**src/rtl/hydra_pll_ctrl.sv**
```systemverilog
// hydra_pll_ctrl: sequences PLL reset and lock qualification, handles retries and
// fault, and applies feedback-delay changes through a controlled PLL re-reset.
module hydra_pll_ctrl #(
   parameter int unsigned RESET_CYCLES       = 16,
   parameter int unsigned LOCK_STABLE_CYCLES = 1024,
   parameter int unsigned LOCK_TIMEOUT       = 65535,
   parameter int unsigned MAX_RETRIES        = 3,
   parameter logic [7:0]  DELAY_INIT         = 8'h00
) (
   input  logic       CLK,
   input  logic       RESET,
   input  logic       PLL_LOCK,
   input  logic       DELAY_REQ,
   input  logic [7:0] DELAY_VAL,
   output logic       DELAY_ACK,
   output logic       PLL_RESETB,
   output logic [7:0] PLL_DYNAMICDELAY,
   output logic       SYS_RESET,
   output logic       LOCKED,
   output logic       FAULT,
   output logic [3:0] RETRY_COUNT
);

   localparam int unsigned CNT_W   = 16;
   localparam int unsigned RETRY_W = 4;

   // Last counter value of each timed phase. The lock_s=1 cycle that moves
   // WAIT_LOCK into STABLE is the first of the consecutive stable cycles.
   localparam logic [CNT_W-1:0] RST_LAST = CNT_W'(RESET_CYCLES - 1);
   localparam logic [CNT_W-1:0] TO_LAST  = CNT_W'(LOCK_TIMEOUT - 1);
   localparam logic [CNT_W-1:0] STB_LAST =
      CNT_W'((LOCK_STABLE_CYCLES >= 2) ? (LOCK_STABLE_CYCLES - 2) : 0);

   typedef enum logic [2:0] {
      S_RESET     = 3'd0,
      S_WAIT_LOCK = 3'd1,
      S_STABLE    = 3'd2,
      S_RUN       = 3'd3,
      S_FAULT     = 3'd4
   } state_t;

   state_t               r_state;
   state_t               w_next;
   logic [CNT_W-1:0]     r_cnt;
   logic                 r_lock_s1;
   logic                 r_lock_s;
   logic                 w_fail;
   logic                 w_accept;
   logic [RETRY_W-1:0]   w_retry_inc;
   logic                 w_to_fault;

   logic                 r_pll_resetb;
   logic                 r_sys_reset;
   logic                 r_locked;
   logic                 r_fault;
   logic                 r_ack;
   logic [7:0]           r_delay;
   logic [RETRY_W-1:0]   r_retry;

   logic                 w_pll_resetb_d;
   logic                 w_sys_reset_d;
   logic                 w_locked_d;
   logic                 w_fault_d;
   logic                 w_ack_d;
   logic [7:0]           w_delay_d;
   logic [RETRY_W-1:0]   w_retry_d;

   // Two-flop synchroniser for the asynchronous PLL lock indication
   always_ff @(posedge CLK or posedge RESET) begin
      if (RESET) begin
         r_lock_s1 <= 1'b0;
         r_lock_s  <= 1'b0;
      end else begin
         r_lock_s1 <= PLL_LOCK;
         r_lock_s  <= r_lock_s1;
      end
   end

   // State register and shared phase counter, cleared on every state change
   always_ff @(posedge CLK or posedge RESET) begin
      if (RESET) begin
         r_state <= S_RESET;
         r_cnt   <= '0;
      end else begin
         r_state <= w_next;
         if (w_next != r_state) begin
            r_cnt <= '0;
         end else if (r_cnt != '1) begin
            r_cnt <= r_cnt + CNT_W'(1);
         end
      end
   end

   // Saturating retry increment and the fault decision for a failed attempt
   always_comb begin
      w_retry_inc = (r_retry == '1) ? r_retry : r_retry + RETRY_W'(1);
      w_to_fault  = (32'(w_retry_inc) >= 32'(MAX_RETRIES));
   end

   // Next-state decision; lock loss outranks a delay request in S_RUN
   always_comb begin
      w_next   = r_state;
      w_fail   = 1'b0;
      w_accept = 1'b0;
      case (r_state)
         S_RESET: begin
            if (r_cnt >= RST_LAST) w_next = S_WAIT_LOCK;
         end
         S_WAIT_LOCK: begin
            if (r_lock_s)               w_next = S_STABLE;
            else if (r_cnt >= TO_LAST)  w_fail = 1'b1;
         end
         S_STABLE: begin
            if (!r_lock_s)              w_next = S_WAIT_LOCK;
            else if (r_cnt >= STB_LAST) w_next = S_RUN;
         end
         S_RUN: begin
            if (!r_lock_s) begin
               w_fail = 1'b1;
            end else if (DELAY_REQ) begin
               w_accept = 1'b1;
               w_next   = S_RESET;
            end
         end
         S_FAULT: begin
            w_next = S_FAULT;
         end
         default: begin
            w_next = S_RESET;
         end
      endcase
      if (w_fail) w_next = w_to_fault ? S_FAULT : S_RESET;
   end

   // Output values for the upcoming state, so registered outputs track the state
   always_comb begin
      w_pll_resetb_d = !((w_next == S_RESET) || (w_next == S_FAULT));
      w_sys_reset_d  = (w_next != S_RUN);
      w_locked_d     = (w_next == S_RUN);
      w_fault_d      = (w_next == S_FAULT);
      w_ack_d        = w_accept;
      w_delay_d      = w_accept ? DELAY_VAL : r_delay;
      w_retry_d      = r_retry;
      if (w_fail) begin
         w_retry_d = w_retry_inc;
      end else if ((w_next == S_RUN) && (r_state != S_RUN)) begin
         w_retry_d = '0;
      end
   end

   // Output registers
   always_ff @(posedge CLK or posedge RESET) begin
      if (RESET) begin
         r_pll_resetb <= 1'b0;
         r_sys_reset  <= 1'b1;
         r_locked     <= 1'b0;
         r_fault      <= 1'b0;
         r_ack        <= 1'b0;
         r_delay      <= DELAY_INIT;
         r_retry      <= '0;
      end else begin
         r_pll_resetb <= w_pll_resetb_d;
         r_sys_reset  <= w_sys_reset_d;
         r_locked     <= w_locked_d;
         r_fault      <= w_fault_d;
         r_ack        <= w_ack_d;
         r_delay      <= w_delay_d;
         r_retry      <= w_retry_d;
      end
   end

   assign PLL_RESETB       = r_pll_resetb;
   assign SYS_RESET        = r_sys_reset;
   assign LOCKED           = r_locked;
   assign FAULT            = r_fault;
   assign DELAY_ACK        = r_ack;
   assign PLL_DYNAMICDELAY = r_delay;
   assign RETRY_COUNT      = r_retry;

endmodule

```
**config.mk**
```make
export PLATFORM = sky130hd
export DESIGN_NAME = hydra_pll_ctrl
export DESIGN_NICKNAME = d
export VERILOG_FILES = /design/src/rtl/hydra_pll_ctrl.sv
export SDC_FILE = /design/constraint.sdc
export NUM_CORES = 1
export LEC_CHECK = 0
export CORE_MARGIN = 2
export CORE_UTILIZATION = 51
export CTS_BUF_LIST = sky130_fd_sc_hd__clkbuf_2
export CTS_CLUSTER_DIAMETER = 200
export CTS_CLUSTER_SIZE = 8
export DETAILED_ROUTE_END_ITERATION = 16
export PLACE_DENSITY = 0.85
export SETUP_SLACK_MARGIN = 0.15
export SYNTH_ARGS = -nofsm -noshare
export SYNTH_HDL_FRONTEND = slang
export SYNTH_SLANG_ARGS = --single-unit
```
**constraint.sdc**
```tcl
create_clock -name CLK -period 2.6 [get_ports CLK]
set_input_delay 0.52 -clock CLK [delete_from_list [all_inputs] [get_ports CLK]]
set_output_delay 0.52 -clock CLK [all_outputs]
set_load 0.05 [all_outputs]
```
; ---- After elaboration in Yosys (flattened, before gate mapping)
; Index checks and enable logic that the tools add are counted.
[classes]
add_sub_neg = 2
multipliers = 0
n_div = 0
n_lt_le_gt_ge = 4
eq_ne = 11
shift = 0
muxes = 21
bitwise = 0
reduce_logical = 7
[ops]
columns = cell, n
row1 = 16-bit two-way mux, 2
row2 = 3-bit two-way mux, 8
row3 = 16-bit by 1-bit adder with 16-bit output (second input constant), 1
row4 = 16-bit by 10-bit greater-or-equal comparator with 1-bit output (second input constant), 1
row5 = 16-bit greater-or-equal comparator (second input constant), 1
row6 = 16-bit by 4-bit greater-or-equal comparator with 1-bit output (second input constant), 1
row7 = 16-bit != test (second input constant), 1
row8 = 3-bit case mux with 5 select lines, 1
row9 = 4-bit two-way mux, 3
row10 = 3-bit by 2-bit == test with 1-bit output (second input constant), 3
row11 = 3-bit == test (second input constant), 2
row12 = 3-bit logical NOT, 2
row13 = 1-bit two-way mux, 6
row14 = 3-bit by 2-bit != test with 1-bit output (second input constant), 2
row15 = 4-bit by 1-bit adder with 4-bit output (second input constant), 1
row16 = 4-bit == test (second input constant), 1
row17 = 4-bit by 2-bit greater-or-equal comparator with 1-bit output (second input constant), 1
row18 = 2-bit nonzero test, 2
row19 = 3-bit by 1-bit == test with 1-bit output (second input constant), 1
row20 = 3-bit != test, 1
row21 = 1-bit case mux with 2 select lines, 1
row22 = 1-bit logical AND, 1
row23 = 1-bit logical NOT, 1
row24 = 1-bit logical OR, 1
[word_totals]
register_bits = 38
latch_bits = 0
ram_bits = 0
mem_bits_ro = 0
inputBits = 12
output_inout_bits = 17
wordCells = 56
memories = 0

; ---- Depth between registers and ports, before layout
[logic_depth]
depth_word = 9
ltp_mapped = 7
ltp_nobuf = 6

; ---- Worst setup path after synthesis
; Ideal clock, no wire load.
[synth_path]
path_type = register to register
from = reg r_cnt[7]
to = reg r_cnt[3]
setup_time_ns = 0.070
t_arrival_ns = 1.946
required_ns = 2.530
setup_slack_ns = 0.584
path_stages_with_launch = 7
n_path_buf = 1
period_less_slack_ns = 2.016
path_cell_list = dfrtp_1 or4_1 or4_1 o21ai_2 a31oi_4 buf_6 nor2_2
[synth_via]
elab_chain_len = 7
word_cells_on_any_way = 15
classes_between = order compare (3) / eq/ne (2) / mux (9) / reduce/logical (1)
[synth_lines]
columns = item, line_no
row1 = "start, declared", 44  ; logic [CNT_W-1:0] r_cnt;
row2 = "start signal, assigned", 89  ; r_cnt <= r_cnt + CNT_W'(1);
row3 = 16-bit by 10-bit greater-or-equal comparator with 1-bit output / 16-bit greater-or-equal comparator (equally long branches), "115, 111"
row4 = 3-bit two-way mux / 1-bit two-way mux (equally long branches), "115, 111"
row5 = 3-bit two-way mux / 1-bit two-way mux (equally long branches), "114, 110"
row6 = 3-bit case mux with 5 select lines / 1-bit case mux with 2 select lines (equally long branches), 105  ; case (r_state)
row7 = 3-bit two-way mux, 132  ; if (w_fail) w_next = w_to_fault ? S_FAULT : S_RESET;
row8 = 3-bit != test, 86  ; if (w_next != r_state) begin
row9 = 16-bit two-way mux / 2-bit nonzero test (equally long branches), -
; Several ways; a longest one is shown, not always the timed one.
; A chain may end at the register's enable or synchronous reset.

; ---- Worst setup path in the final report
[layout_path]
from = reg r_retry[0] (netlist: RETRY_COUNT[0])
to = out RETRY_COUNT[0]
[layout_rtl]
columns = item, line_no
row1 = "start, declared", 58  ; logic [RETRY_W-1:0] r_retry;
row2 = "start signal, assigned", 168  ; r_retry <= w_retry_d;
row3 = "end, declared", 21  ; output logic [3:0] RETRY_COUNT
; No word-level cell between the ends.

==> metrics.log <==
INFO  metric core_box_area = 3661 sq um
INFO  metric antenna_violations_before_repair = 0
INFO  metric timing.final.crit_period = 2.286 ns
INFO  metric max_cap_violations = 0
INFO  metric drtIter0Drc = 120
INFO  metric vias_per_std_cell = 5.463
INFO  metric postSynthRegisterBits = 38
INFO  metric crit_buf_inv = 1
INFO  metric crit_path_top_delay_cell = sky130_fd_sc_hd__clkdlybuf4s50_1
INFO  metric cp.depth = 1
INFO  metric gr-max-usage-layer = met2
INFO  metric timing.setup.critical_path_class = reg2out
INFO  metric grt_first_pass_wirelength = 6065 um
INFO  metric synth.most_common_cell = sky130_fd_sc_hd__dfrtp_1
INFO  metric final_worst_path_cycle_share = 0.8791
INFO  metric final_area = 2355 sq um
INFO  metric gr-usage-met3 = 0.05479
INFO  metric worst-path-max-fanout = 8
INFO  metric globalRouteOverflowTotal = 0
INFO  metric route.antenna.remaining_nets = 0
INFO  metric met2_usage = 0.3093
INFO  metric worst_stage_delay_on_the_critical_path = 0.85 ns
INFO  metric slew_headroom = 0.6620
INFO  metric htree_levels = 2
INFO  metric clk-insertion-delay-late = 0.39 ns
INFO  metric final_cell_count_no_fill = 270
INFO  metric synth_cell_types = 44
INFO  metric max_freq = 437.5 MHz
INFO  metric postSynth.topFlopCell = sky130_fd_sc_hd__dfrtp_1
INFO  metric die_area = 4315 sq um
INFO  metric floorplan.initialDensity = 0.5301
INFO  metric tns = 0 ns
INFO  metric hp-start = r_lock_s1$_DFF_PP0_
INFO  metric synth-async-reset-ratio = 1.000
INFO  metric powerDensity = 836.6 nW/um^2
INFO  metric fin_total_pwr = 1970 uW
INFO  metric tritoncts = built
INFO  metric unrepaired_setup_endpoints_after_global_routing = no
INFO  metric cts.root.buffer_cell = sky130_fd_sc_hd__clkbuf_2
INFO  metric critPathTopFamily = buffers and inverters
INFO  metric pin_count_of_the_biggest_net_entering_global_routing = 39
INFO  metric routedWlPerCell = 13.11 um
INFO  metric worst-endpoint-required = 2.08 ns
INFO  metric timing.critical_path.cells = clkdlybuf4s50_1
INFO  metric globalRouteMet1Util = 0.2327
INFO  metric synth.largest_area_cell = sky130_fd_sc_hd__dfrtp_1
INFO  metric syn_avg_cell_area = 10.43 sq um
INFO  metric critPathLaunchType = flip-flop
INFO  metric die_width = 65.69 um
INFO  metric hold_path_end = r_lock_s$_DFF_PP0_
INFO  metric synthTopCellsByArea = sky130_fd_sc_hd__dfrtp_1, sky130_fd_sc_hd__mux2_2, sky130_fd_sc_hd__nor2_2
INFO  metric postCtsSetupRepairBufs = 0
INFO  metric r2r_end = r_cnt[8]$_DFFE_PP0P_
INFO  metric synth_warnings = 0
INFO  metric areaGrowthSynthToFinish = 21.34%
INFO  metric design.final.nets = 236
INFO  metric cts_buffer_depth = 2
INFO  metric yosysTopAreaCellShare = 0.4771
INFO  metric ios = 29
INFO  metric crit-reg2reg-launch = r_cnt[7]$_DFFE_PP0P_
INFO  metric vdd_drop_max = 0.2803 mV
INFO  metric groute.usage.overall = 0.1856
INFO  metric timing_hold_violations_final = 0
INFO  metric layout-drive-gt1-share = 0.1622
INFO  metric grt_pass1_vias = 1357
INFO  metric holdBufCountCts = 0
INFO  metric hp-class = reg2reg
INFO  metric clkSinkCount = 38
INFO  metric worst_setup_path_end_kind = output port
INFO  metric insertedDiodeCount = 0
INFO  metric worst_hold_path.num_cells = 0
INFO  metric worst-r2r-setup-slack = 0.38 ns
INFO  metric fin_skew = 0.01333 ns
INFO  metric cts_made_buffers = 5
INFO  metric detailroute.via_count = 1475
INFO  metric drt_first_pass_iters = 4
INFO  metric synthesis.instances = 186
INFO  metric post-route-drc-count = 0
INFO  metric place.gp.congestion = 0.8608
INFO  metric placement_rows = 22
INFO  metric run_status = finished clean
INFO  metric placement.cell_area = 2290 sq um
INFO  metric report.final.setup_viol = 0
INFO  metric total_leakage_power = 0.001038 uW
INFO  metric routed_wirelength = 3539 um
INFO  metric die_y = 65.69 um
INFO  metric numPortBuffers = 28
INFO  metric cts_repair_resize_count = 0
INFO  metric syn_nets = 201
INFO  metric setup_ws = 0.3143 ns
INFO  metric worst_r2r_path_depth = 6
INFO  metric synthesis.area = 1941 sq um
INFO  metric synth_enable_flop_cells = 0
INFO  metric top_cells_by_instance_count_after_synthesis = sky130_fd_sc_hd__dfrtp_1, sky130_fd_sc_hd__a21oi_1, sky130_fd_sc_hd__nand2_1, sky130_fd_sc_hd__nor2_2, sky130_fd_sc_hd__nor2_1
INFO  metric detailedPlace.worstSlack = 0.1934 ns
INFO  metric placed_cells_incl_taps = 262
INFO  metric critical_path_at = 1.77 ns
INFO  metric tightestPinTransition = 0.5054 ns
INFO  metric clkTransAtPathRegs = 0.18 ns
INFO  metric place_hpwl = 2542 um
INFO  metric final-max-slew-violation-count = 0
INFO  metric ys_seq_area_frac = 0.4907
## where the power goes
| group | leakage, uW | switching, uW | internal [uW] |
|---|---|---|---|
| clock network | 0.0000427 | 186 | 160 |
| logic | 0.000488 | 493 | 317 |
| registers | 0.000507 | 116 | 699 |
## how the worst max path moves through the flow
stage	start	endpoint	slack, ns
floorplan	r_cnt[7]$_DFFE_PP0P_	r_cnt[3]$_DFFE_PP0P_	0.58
global placement	DELAY_REQ	r_cnt[3]$_DFFE_PP0P_	0.19
detailed placement	DELAY_REQ	r_cnt[5]$_DFFE_PP0P_	0.19
CTS	RETRY_COUNT[0]$_DFFE_PP0P_	RETRY_COUNT[0]	0.30
global route	RETRY_COUNT[0]$_DFFE_PP0P_	RETRY_COUNT[0]	0.25
finish	RETRY_COUNT[0]$_DFFE_PP0P_	RETRY_COUNT[0]	0.31
## registers in the layout, indices dropped and copies added, names as in the netlist
name,cells
PLL_DYNAMICDELAY,8
DELAY_ACK,1
RETRY_COUNT,4
PLL_RESETB,1
FAULT,1
r_lock_s1,1
SYS_RESET,1
r_state,3
r_lock_s,1
r_cnt,16
LOCKED,1
## final cells by class
type / count / area [sq um]
Multi-Input combinational cell: 135 / 925.9
Tap cell: 48 / 60.06
Clock inverter: 3 / 40.04
Sequential cell: 38 / 952.2
Fill cell: 286 / 1306
Timing Repair Buffer: 34 / 325.3
Clock buffer: 5 / 25.02
Inverter: 7 / 26.28
## metal layers
| metal | up-vias | part of all wire |
|---|---|---|
| met2 | 41 | 0.48 |
| met5 | - | 0 |
| met4 | 0 | 0.010 |
| met3 | 6 | 0.065 |
| met1 | 689 | 0.45 |
| li1 | 739 | - |
## cells by family (layout without fill, tap and decap cells)
group / after synthesis / count (layout) / synth area share
AND/OR/NAND/NOR: 72 / 72 / 0.2102
multiplexers: 8 / 8 / 0.04642
AO/OA/AOI/OAI: 42 / 42 / 0.1560
adder cells (fa/ha/maj): 3 / 3 / 0.01934
flip-flops: 38 / 38 / 0.4907
XOR/XNOR: 10 / 10 / 0.04513
buffers and inverters: 13 / 49 / 0.03224
## per-stage QoR
step / utilization / hold slack, ns
floorplan: - / 0.3312
detailed placement: 0.6254 / 0.3347
global placement: 0.6254 / 0.3338
finish: 0.6432 / 0.3714
CTS: 0.6432 / 0.3739
global route: 0.6432 / 0.3919
## cell usage in the layout (no fill, tap or decap), drive strengths merged, types with 2 or more instances in the layout
cell type / netlist / layout
dfrtp: 37 / 37
clkdlybuf4s50: 0 / 28
nor2: 19 / 19
nand2: 10 / 10
a21oi: 10 / 10
o21ai: 9 / 9
mux2: 8 / 8
nand3: 7 / 7
inv: 7 / 7
and3: 6 / 6
buf: 4 / 6
or4: 5 / 5
and2: 5 / 5
xor2: 5 / 5
xnor2: 5 / 5
clkbuf: 2 / 5
o211ai: 4 / 4
nand2b: 4 / 4
and4: 3 / 3
nand4: 3 / 3
nor3: 3 / 3
a211oi: 3 / 3
o31ai: 3 / 3
ha: 3 / 3
nor3b: 2 / 2
nor4: 2 / 2
nor2b: 2 / 2
o31a: 2 / 2
a22o: 2 / 2
clkinv: 0 / 2
a31oi: 2 / 2
Power figures use the tool's default switching activity.
